### src/rtl/uart_pkg.sv
// Shared constants for the APB UART controller: register map, STATUS/CTRL bit
// positions and the APB handshake state encoding.
package uart_pkg;

  localparam int unsigned ADDR_DATA    = 'h00;
  localparam int unsigned ADDR_DIV_LO  = 'h01;
  localparam int unsigned ADDR_DIV_HI  = 'h02;
  localparam int unsigned ADDR_STATUS  = 'h03;
  localparam int unsigned ADDR_CTRL    = 'h04;
  localparam int unsigned ADDR_INT_CLR = 'h05;

  localparam int unsigned ST_RX_EMPTY = 0;
  localparam int unsigned ST_RX_FULL  = 1;
  localparam int unsigned ST_TX_EMPTY = 2;
  localparam int unsigned ST_TX_FULL  = 3;
  localparam int unsigned ST_RX_OVF   = 4;
  localparam int unsigned ST_TX_BUSY  = 5;

  localparam int unsigned CTRL_TX_EN = 0;
  localparam int unsigned CTRL_RX_IE = 1;
  localparam int unsigned CTRL_TX_IE = 2;

  localparam int unsigned INT_CLR_RX_OVF = 4;

  typedef enum logic [1:0] {
    StIdle,
    StDecode,
    StFetch,
    StResp
  } apb_state_e;

endpackage

### src/rtl/uart_tx_sched.sv
// Transmit sequencer: launches one frame whenever enabled, idle and data is
// queued, then waits for the transmitter's frame-complete pulse.
module uart_tx_sched (
  input  logic clk,
  input  logic rst,
  input  logic i_tx_en,
  input  logic i_ff_empty,
  input  logic i_tx_done,
  output logic o_tx_start,
  output logic o_tx_busy
);

  logic r_start;
  logic r_busy;

  // Busy rises together with the start pulse, so a start can never repeat
  // mid-frame; tx_en is only consulted when idle, so clearing it never aborts.
  always_ff @(posedge clk) begin
    if (rst) begin
      r_start <= 1'b0;
      r_busy  <= 1'b0;
    end else begin
      r_start <= 1'b0;
      if (r_busy) begin
        if (i_tx_done) r_busy <= 1'b0;
      end else if (i_tx_en && !i_ff_empty) begin
        r_start <= 1'b1;
        r_busy  <= 1'b1;
      end
    end
  end

  assign o_tx_start = r_start;
  assign o_tx_busy  = r_busy;

endmodule

### src/rtl/uart_apb_ctrl.sv
// APB register front-end for a FIFO-based UART: data/divisor/status/control
// registers, RX overflow tracking and a level interrupt.
module uart_apb_ctrl
  import uart_pkg::*;
#(
  parameter int unsigned D_W     = 8,
  parameter int unsigned DIV_W   = 16,
  parameter int unsigned AW      = 8,
  parameter int unsigned DIV_RST = 54
) (
  input  logic             clk,
  input  logic             rst,
  input  logic [AW-1:0]    PADDR,
  input  logic             PSEL,
  input  logic             PENABLE,
  input  logic             PWRITE,
  input  logic [D_W-1:0]   PWDATA,
  output logic             PREADY,
  output logic [D_W-1:0]   PRDATA,
  output logic             PSLVERR,
  output logic             rx_ff_rd_en,
  input  logic [D_W-1:0]   rx_ff_data,
  input  logic             rx_ff_empty,
  input  logic             rx_ff_full,
  input  logic             rx_ff_wr_en,
  output logic             tx_ff_wr_en,
  output logic [D_W-1:0]   tx_ff_data,
  input  logic             tx_ff_empty,
  input  logic             tx_ff_full,
  output logic             tx_start,
  input  logic             tx_done,
  output logic [DIV_W-1:0] divxr,
  output logic             irq
);

  apb_state_e     r_state;
  logic [AW-1:0]  r_addr;
  logic           r_write;
  logic [D_W-1:0] r_wdata;
  logic [15:0]    r_div;
  logic [2:0]     r_ctrl;
  logic           r_rx_ovf;
  logic           r_irq;
  logic           r_pready;
  logic           r_pslverr;
  logic [D_W-1:0] r_prdata;
  logic           r_tx_wr_en;
  logic [D_W-1:0] r_tx_data;

  logic           w_tx_busy;
  logic           w_is_data, w_is_div_lo, w_is_div_hi, w_is_status, w_is_ctrl, w_is_int_clr;
  logic           w_unmapped, w_err, w_do_write, w_pop, w_clr_ovf;
  logic [D_W-1:0] w_status;
  logic [D_W-1:0] w_rd_val;

  assign w_is_data    = (r_addr == AW'(ADDR_DATA));
  assign w_is_div_lo  = (r_addr == AW'(ADDR_DIV_LO));
  assign w_is_div_hi  = (r_addr == AW'(ADDR_DIV_HI));
  assign w_is_status  = (r_addr == AW'(ADDR_STATUS));
  assign w_is_ctrl    = (r_addr == AW'(ADDR_CTRL));
  assign w_is_int_clr = (r_addr == AW'(ADDR_INT_CLR));
  assign w_unmapped   = (r_addr > AW'(ADDR_INT_CLR));

  assign w_err = (r_write && w_is_data && tx_ff_full) || (!r_write && w_is_data && rx_ff_empty) ||
                 (r_write && w_is_status) || w_unmapped;
  assign w_do_write = r_write && !w_err;
  assign w_pop      = (r_state == StDecode) && !r_write && w_is_data && !rx_ff_empty;
  assign w_clr_ovf  = (r_state == StDecode) && w_do_write && w_is_int_clr &&
                      r_wdata[INT_CLR_RX_OVF];

  always_comb begin
    w_status              = '0;
    w_status[ST_RX_EMPTY] = rx_ff_empty;
    w_status[ST_RX_FULL]  = rx_ff_full;
    w_status[ST_TX_EMPTY] = tx_ff_empty;
    w_status[ST_TX_FULL]  = tx_ff_full;
    w_status[ST_RX_OVF]   = r_rx_ovf;
    w_status[ST_TX_BUSY]  = w_tx_busy;
  end

  always_comb begin
    w_rd_val = '0;
    if (w_is_div_lo)      w_rd_val = D_W'(r_div[7:0]);
    else if (w_is_div_hi) w_rd_val = D_W'(r_div[15:8]);
    else if (w_is_status) w_rd_val = w_status;
    else if (w_is_ctrl)   w_rd_val = D_W'(r_ctrl);
  end

  // Side effects are committed on the edge into RESP so they are visible in RESP.
  always_ff @(posedge clk) begin
    if (rst) begin
      r_state    <= StIdle;
      r_addr     <= '0;
      r_write    <= 1'b0;
      r_wdata    <= '0;
      r_div      <= 16'(DIV_RST);
      r_ctrl     <= '0;
      r_pready   <= 1'b0;
      r_pslverr  <= 1'b0;
      r_prdata   <= '0;
      r_tx_wr_en <= 1'b0;
      r_tx_data  <= '0;
    end else begin
      r_pready   <= 1'b0;
      r_tx_wr_en <= 1'b0;
      unique case (r_state)
        StIdle: begin
          if (PSEL && !PENABLE) begin
            r_state <= StDecode;
            r_addr  <= PADDR;
            r_write <= PWRITE;
            r_wdata <= PWDATA;
          end
        end
        StDecode: begin
          if (w_pop) begin
            r_state <= StFetch;
          end else begin
            r_state   <= StResp;
            r_pready  <= 1'b1;
            r_pslverr <= w_err;
            r_prdata  <= (r_write || w_err) ? '0 : w_rd_val;
            if (w_do_write) begin
              if (w_is_data) begin
                r_tx_wr_en <= 1'b1;
                r_tx_data  <= r_wdata;
              end else if (w_is_div_lo) begin
                r_div[7:0] <= r_wdata[7:0];
              end else if (w_is_div_hi) begin
                r_div[15:8] <= r_wdata[7:0];
              end else if (w_is_ctrl) begin
                r_ctrl <= r_wdata[2:0];
              end
            end
          end
        end
        StFetch: begin
          r_state   <= StResp;
          r_pready  <= 1'b1;
          r_pslverr <= 1'b0;
          r_prdata  <= rx_ff_data;
        end
        StResp: begin
          r_state   <= StIdle;
          r_pslverr <= 1'b0;
          r_prdata  <= '0;
        end
        default: r_state <= StIdle;
      endcase
    end
  end

  // A fresh overflow outranks a simultaneous clear.
  always_ff @(posedge clk) begin
    if (rst) begin
      r_rx_ovf <= 1'b0;
    end else if (rx_ff_wr_en && rx_ff_full) begin
      r_rx_ovf <= 1'b1;
    end else if (w_clr_ovf) begin
      r_rx_ovf <= 1'b0;
    end
  end

  always_ff @(posedge clk) begin
    if (rst) begin
      r_irq <= 1'b0;
    end else begin
      r_irq <= (r_ctrl[CTRL_RX_IE] && !rx_ff_empty) ||
               (r_ctrl[CTRL_TX_IE] && tx_ff_empty && !w_tx_busy) || r_rx_ovf;
    end
  end

  uart_tx_sched u_tx_sched (
    .clk        (clk),
    .rst        (rst),
    .i_tx_en    (r_ctrl[CTRL_TX_EN]),
    .i_ff_empty (tx_ff_empty),
    .i_tx_done  (tx_done),
    .o_tx_start (tx_start),
    .o_tx_busy  (w_tx_busy)
  );

  assign PREADY      = r_pready;
  assign PSLVERR     = r_pslverr;
  assign PRDATA      = r_prdata;
  assign rx_ff_rd_en = w_pop;
  assign tx_ff_wr_en = r_tx_wr_en;
  assign tx_ff_data  = r_tx_data;
  assign divxr       = DIV_W'(r_div);
  assign irq         = r_irq;

endmodule
### config.mk
export PLATFORM = sky130hd
export DESIGN_NAME = uart_apb_ctrl
export DESIGN_NICKNAME = d
export VERILOG_FILES = /design/src/rtl/uart_pkg.sv /design/src/rtl/uart_tx_sched.sv /design/src/rtl/uart_apb_ctrl.sv
export SDC_FILE = /design/constraint.sdc
export NUM_CORES = 1
export LEC_CHECK = 0
export CORE_MARGIN = 4
export CORE_UTILIZATION = 43
export DETAILED_ROUTE_END_ITERATION = 6
export GPL_ROUTABILITY_DRIVEN = 0
export PLACE_DENSITY = 0.81
export SLEW_MARGIN = 15
export SYNTH_ARGS = -nofsm -noshare
export SYNTH_HDL_FRONTEND = slang
export SYNTH_SLANG_ARGS = --single-unit
### constraint.sdc
create_clock -name clk -period 1.7 [get_ports clk]
set_input_delay 0.51 -clock clk [delete_from_list [all_inputs] [get_ports clk]]
set_output_delay 0.51 -clock clk [all_outputs]
set_load 0.01 [all_outputs]
==> impl_metrics.json, run 1 <==
{
  "path_class": "reg -> out",
  "setup_viol": 28,
  "core_um2": 5960,
  "yosys_most_used_dff": "dfxtp_1",
  "register_area_um2": 1230,
  "hold_viol": 0,
  "start_kind": "flop",
  "synth_edf_count": 0,
  "tritoncts": "yes",
  "path_max_fanout": 2,
  "clk_pin_slew_worst_paths_ns": 0.07,
  "synth_top_area_cell": "dfxtp_1",
  "endpoint_kind": "output pin",
  "detail_route.wl_per_cell_um": 17.2,
  "hp-class": "reg -> reg",
  "rsz0062_at_grt": "true",
  "die_height_um": 86.6,
  "async_reset_ff_share_pct": 0,
  "gr-total-overflow": 0,
  "clkLatencyLatePin_ns": 0.35,
  "dp_hpwl_mm": 5.58,
  "grt_start_max_net_pins": 25,
  "max-slew-margin-rel_pct": 63.8,
  "synth_top_area_share_pct": 45.9,
  "grt_pass1_wl_mm": 13.3,
  "diodes": 0,
  "fin_util_pct": 73.6,
  "synth_area_leaders": "dfxtp_1 (46%), nand2_1 (12%), a21oi_1 (8.8%)",
  "violations": "setup timing",
  "routed_wirelength_mm": 9.02,
  "max_freq_ghz": 0.509,
  "rows": 28,
  "skew_ns": 0.00883,
  "ys_warn_count": 0,
  "avgSynthCellArea_um2": 8.08,
  "syn_nets": 369,
  "routed_via_density": 5.55,
  "start_util_pct": 44.6,
  "ys_seq_elements": 61,
  "power_mw": 5.81,
  "ir_drop_v": 0.000940,
  "finalCriticalPeriod_ns": 1.97,
  "powerDensity_nw_per_um2": 1330,
  "die_w_um": 86.6,
  "r2r_slack_ns": -0.22,
  "status": "finished with violations",
  "worstPathArrival_ns": 1.46,
  "worstPathRequired_ns": 1.19,
  "cts.path.max_buffers": 2,
  "clock_sinks": 61,
  "first_pass_iters": 4,
  "finalMaxSlewViolations": 0,
  "grt_util_all_layers_pct": 22.7,
  "detail_route.iter0.violations": 201,
  "fill_cells": 441,
  "synth_area_um2": 2660,
  "whs_ns": 0.463,
  "ys_types": 40,
  "maxCapViolCount": 0,
  "pin_count": 73,
  "dieArea_um2": 7510,
  "cts-root-buf": "clkbuf_8",
  "fin_crit_sh_pct": 116,
  "postRouteAntennaNets": 0,
  "htree_levels": 3,
  "holdBufCountCts": 0,
  "num_vias": 2908,
  "nNetsFinal": 484,
  "tightest_slew_ns": 0.543,
  "multi_input_area_um2": 1680,
  "yosysSeqAreaShare_pct": 45.9,
  "drcViolationCount": 0,
  "p_leak_nw": 1.81,
  "drive_above_1_share_pct": 31.4,
  "numCtsBuffers": 9,
  "syn_inst": 329,
  "worst_slack_ns": -0.266,
  "area_delta_synth_final_pct": 64.8,
  "antenna_found_initial": 0,
  "numPortBuffers": 72,
  "grt_pass1_vias": 2806
}
==> placed cells by master, fill, tap and decap left out, types with 4 or more instances in the layout <==
cell type	instances
dlygate4sd2_1	37
nand2_1	72
nand3b_1	6
clkbuf_8	9
mux2i_1	4
clkdlybuf4s50_1	32
buf_4	33
nor2_1	29
nand2_2	13
nand3_1	6
buf_6	13
dfxtp_1	56
a22oi_1	6
a21oi_1	35
a21oi_2	11
dfxtp_2	5
==> registers in the layout, indices dropped and copies added, names as in the netlist <==
signal,flops
divxr,16
r_wdata,8
r_addr,8
PREADY,1
tx_ff_wr_en,1
irq,1
r_ctrl,3
r_state,2
tx_ff_data,8
r_rx_ovf,1
r_write,1
PRDATA,8
u_tx_sched.o_tx_start,1
u_tx_sched.o_tx_busy,1
PSLVERR,1
==> kinds of logic (layout without fill, tap and decap cells) <==
logic type | count (synthesis) | in the layout | share of synthesized area (%)
AO/OA/AOI/OAI | 75 | 75 | 17.2
adder cells (fa/ha/maj) | 5 | 5 | 2.35
buffers and inverters | 21 | 141 | 3.29
flip-flops | 61 | 61 | 45.9
multiplexers | 7 | 7 | 2.78
AND/OR/NAND/NOR | 160 | 160 | 28.5
==> final cells by class <==
type | count | area share, %
repair buffers | 120 | 25.6
multi-input cells | 247 | 38.3
clock buffers | 10 | 2.91
flip-flops and latches | 61 | 28.0
clock inverters | 6 | 2.54
well taps | 75 | 2.14
inverters | 5 | 0.485
==> Yosys cell counts (all sizes together), types with 2 or more instances <==
cell     n
a211oi   5
a21o     2
a21oi   47
a221oi   3
a22oi    6
a311oi   4
buf      3
clkbuf  13
dfxtp   61
ha       5
inv      5
mux2     3
mux2i    4
nand2   89
nand3   10
nand3b   6
nand4    2
nor2    31
nor2b    4
nor3     2
nor3b    2
nor4     3
nor4b    2
o21ai    2
o22a     3
or2      2
or4      3
==> power breakdown <==
group / total [mW] / switching [mW] / internal [mW] / leakage [nW]
sequential: 1.72 / 0.131 / 1.59 / 0.497
combinational: 2.52 / 1.22 / 1.30 / 1.19
clock: 1.58 / 0.601 / 0.974 / 0.116
total: 5.81 / 1.95 / 3.86 / 1.81
==> per-stage QoR <==
stage                     instance area, um2  TNS (ns)  worst slack (ns)  instances
after global placement                  3670     -9.18            -0.834        495
after global routing                    4380     -4.24            -0.323        524
after CTS                               4090     -1.76            -0.258        517
final                                   4380     -2.71            -0.266        524
after floorplan                         2670    -0.191           -0.0221        329
after detailed placement                3670     -9.72            -0.930        495
==> repair_timing <==
item / in CTS / in global routing
pin swaps: 38 / 36
buffers inserted: 7 / 7
gates cloned: 0 / 2
resized for setup: 81 / 57
setup endpoints to repair: 58 / 57
==> routing by layer <==
| metal | GRT usage, % | vias to the layer above | wire length (um) |
|---|---|---|---|
| li1 | - | 1377 | - |
| met4 | 8.78 | 0 | 291 |
| met3 | 6.18 | 30 | 604 |
| met1 | 29.4 | 1373 | 3730 |
| met5 | 0 | - | 0 |
| met2 | 36.0 | 128 | 4390 |
==> worst paths after layout <==
kind	start	endpoint	depth (start not counted)
setup / recovery	r_state[1]	rx_ff_rd_en	5
hold / removal	tx_ff_data[4]	tx_ff_data[4]	2
setup reg to reg	r_addr[7]	r_state[0]	6
hold reg to reg	tx_ff_data[4]	tx_ff_data[4]	2
==> worst max-delay path, stage by stage (launching register included) <==
cell and delay (ns):
dfxtp_2 0.32, inv_2 0.07, ha_4 0.13, nor4b_4 0.18, and4b_2 0.30, buf_6 0.11
No activity file was read; power rests on OpenSTA's default activity.
==> run 2, diff against run 1 <==
Settings changed: SKIP_LAST_GASP set to 1.
==> impl_metrics.json, run 2 (synthesized netlist as in run 1, its figures left out) <==
{
  "slowest_stage": "dfxtp_2",
  "die_height_um": 86.6,
  "endpoint_kind": "output pin",
  "num_vias": 2831,
  "met1_usage_pct": 29.6,
  "detail_route.wl_per_cell_um": 16.4,
  "pin_count": 73,
  "start_kind": "flop",
  "finalCriticalPeriod_ns": 1.94,
  "grt_pass1_wl_mm": 13.3,
  "max_freq_ghz": 0.514,
  "dieArea_um2": 7510,
  "skew_ns": 0.00884,
  "violations": "setup timing",
  "maxCapViolCount": 0,
  "rsz0062_at_grt": "true",
  "clock_sinks": 61,
  "numCtsBuffers": 9,
  "htree_levels": 3,
  "hp-class": "reg -> reg",
  "routed_via_density": 5.43,
  "p_int_mw": 3.82,
  "register_area_um2": 1230,
  "grt_pass1_vias": 2792,
  "clockPowerShare_pct": 27.5,
  "path_max_fanout": 2,
  "powerDensity_nw_per_um2": 1310,
  "clk_pin_slew_worst_paths_ns": 0.07,
  "drive_above_1_share_pct": 31.6,
  "drcViolationCount": 0,
  "finalInstanceArea_um2": 4360,
  "fin_crit_sh_pct": 114,
  "core_um2": 5960,
  "cts.path.max_buffers": 2,
  "path_class": "reg -> out",
  "worst_slack_ns": -0.245,
  "setup_viol": 27,
  "holdBufCountCts": 0,
  "placedInstanceArea_um2": 3670,
  "dp_slack_ns": -0.930,
  "start_util_pct": 44.6,
  "mostFrequentLayoutCells": "nand2_1 (73), dfxtp_1 (56), dlygate4sd2_1 (37), a21oi_1 (33)",
  "cts-root-buf": "clkbuf_8",
  "gr-total-overflow": 0,
  "ir_drop_v": 0.00109,
  "area_delta_synth_final_pct": 64.0,
  "die_w_um": 86.6,
  "fill_cells": 438,
  "first_pass_iters": 4,
  "numPortBuffers": 72,
  "postRouteAntennaNets": 0,
  "routed_wirelength_mm": 8.53,
  "stdcell_count": 521,
  "max-slew-margin-rel_pct": 63.6,
  "p_sw_mw": 1.89,
  "dp_hpwl_mm": 5.58,
  "clkLatencyLatePin_ns": 0.35,
  "hold_viol": 0,
  "grt-busiest-layer": "met2",
  "power_frac_seq_pct": 30.0,
  "rows": 28,
  "detail_route.iter0.violations": 182,
  "multi_input_area_um2": 1690,
  "worstPathArrival_ns": 1.43,
  "grt_use_met3_pct": 5.89,
  "combPwrFrac_pct": 42.5,
  "diodes": 0,
  "tritoncts": "yes",
  "final_common_cell": "nand2_1",
  "placedCellCount": 495,
  "switching_share_pct": 33.1,
  "nNetsFinal": 481,
  "largest_reg_flops": 16,
  "worstPathRequired_ns": 1.19,
  "slowest_delay_ns": 0.34,
  "finalMaxSlewViolations": 0,
  "antenna_found_initial": 0,
  "fin_util_pct": 73.2,
  "p_leak_nw": 1.79,
  "worstPathCellList": "nor4_4 -> and4b_2 -> buf_6",
  "grt_start_max_net_pins": 25,
  "met2_usage_pct": 35.9,
  "status": "finished with violations",
  "tightest_slew_ns": 0.546,
  "grt_util_all_layers_pct": 22.6
}
==> run 2: cell count changes in the layout (fill, tap and decap cells not counted), moves of 2 or more <==
cell	previous run	this run
a21oi_1	35	33
a21oi_2	11	13
buf_6	13	11
nand3_2	3	5
==> run 2: layout make-up <==
class	instances	share of cell area (%)
Clock inverter	6	2.55
Inverter	5	0.430
Multi-Input combinational cell	247	38.7
Timing Repair Buffer	117	25.1
Sequential cell	61	28.1
Clock buffer	10	2.93
Tap cell	75	2.15
==> run 2: power groups by stage <==
stage / Sequential [mW] / Clock [mW] / Combinational (mW)
6_report: 1.71 / 1.57 / 2.43
5_1_grt: 1.73 / 1.65 / 2.60
4_1_cts: 1.70 / 1.58 / 1.89
3_5_place_dp: 1.72 / 0 / 1.59
3_3_place_gp: 1.70 / 0 / 1.55
2_1_floorplan: 1.74 / 0 / 0.869
==> run 2: routing by layer <==
metal	wire length [um]	up-vias	part of all wire [%]
met5	0	-	0
met1	3620	1330	42
li1	-	1367	-
met3	651	21	7.6
met2	4060	113	48
met4	202	0	2.4
==> run 2: per-stage QoR <==
stage | hold slack, ns | power, mW | TNS, ns
floorplan | 0.442 | 2.61 | -0.191
global placement | 0.440 | 3.26 | -9.18
detailed placement | 0.445 | 3.30 | -9.72
CTS | 0.456 | 5.17 | -2.67
global route | 0.485 | 5.98 | -3.83
finish | 0.462 | 5.71 | -2.17
==> run 2: timing repair <==
action | CTS | global route
endpoints found under the setup margin | 58 | 57
gates resized for setup | 77 | 60
gates cloned | 0 | 2
buffers inserted | 7 | 4
pin swaps | 27 | 40
==> run 2: worst max-delay path: cells and delay by family (launching register included) <==
family | cells | cell delay, ns
flops | 1 | 0.34
simple gates | 2 | 0.64
buf+inv | 1 | 0.11
==> run 2: worst paths after layout <==
| check | slack, ns | from | endpoint | depth (start not counted) |
|---|---|---|---|---|
| setup / recovery | -0.24 | r_addr[7] | rx_ff_rd_en | 3 |
| hold reg to reg | 0.46 | tx_ff_data[4] | tx_ff_data[4] | 2 |
| hold / removal | 0.46 | tx_ff_data[4] | tx_ff_data[4] | 2 |
| setup reg to reg | -0.17 | r_addr[7] | r_state[0] | 6 |
==> run 3, diff against run 2 <==
Settings changed: SLEW_MARGIN 15 to not set.
==> results of run 3 <==
No change in the layout: final DEF, timing and power equal those of run 2.
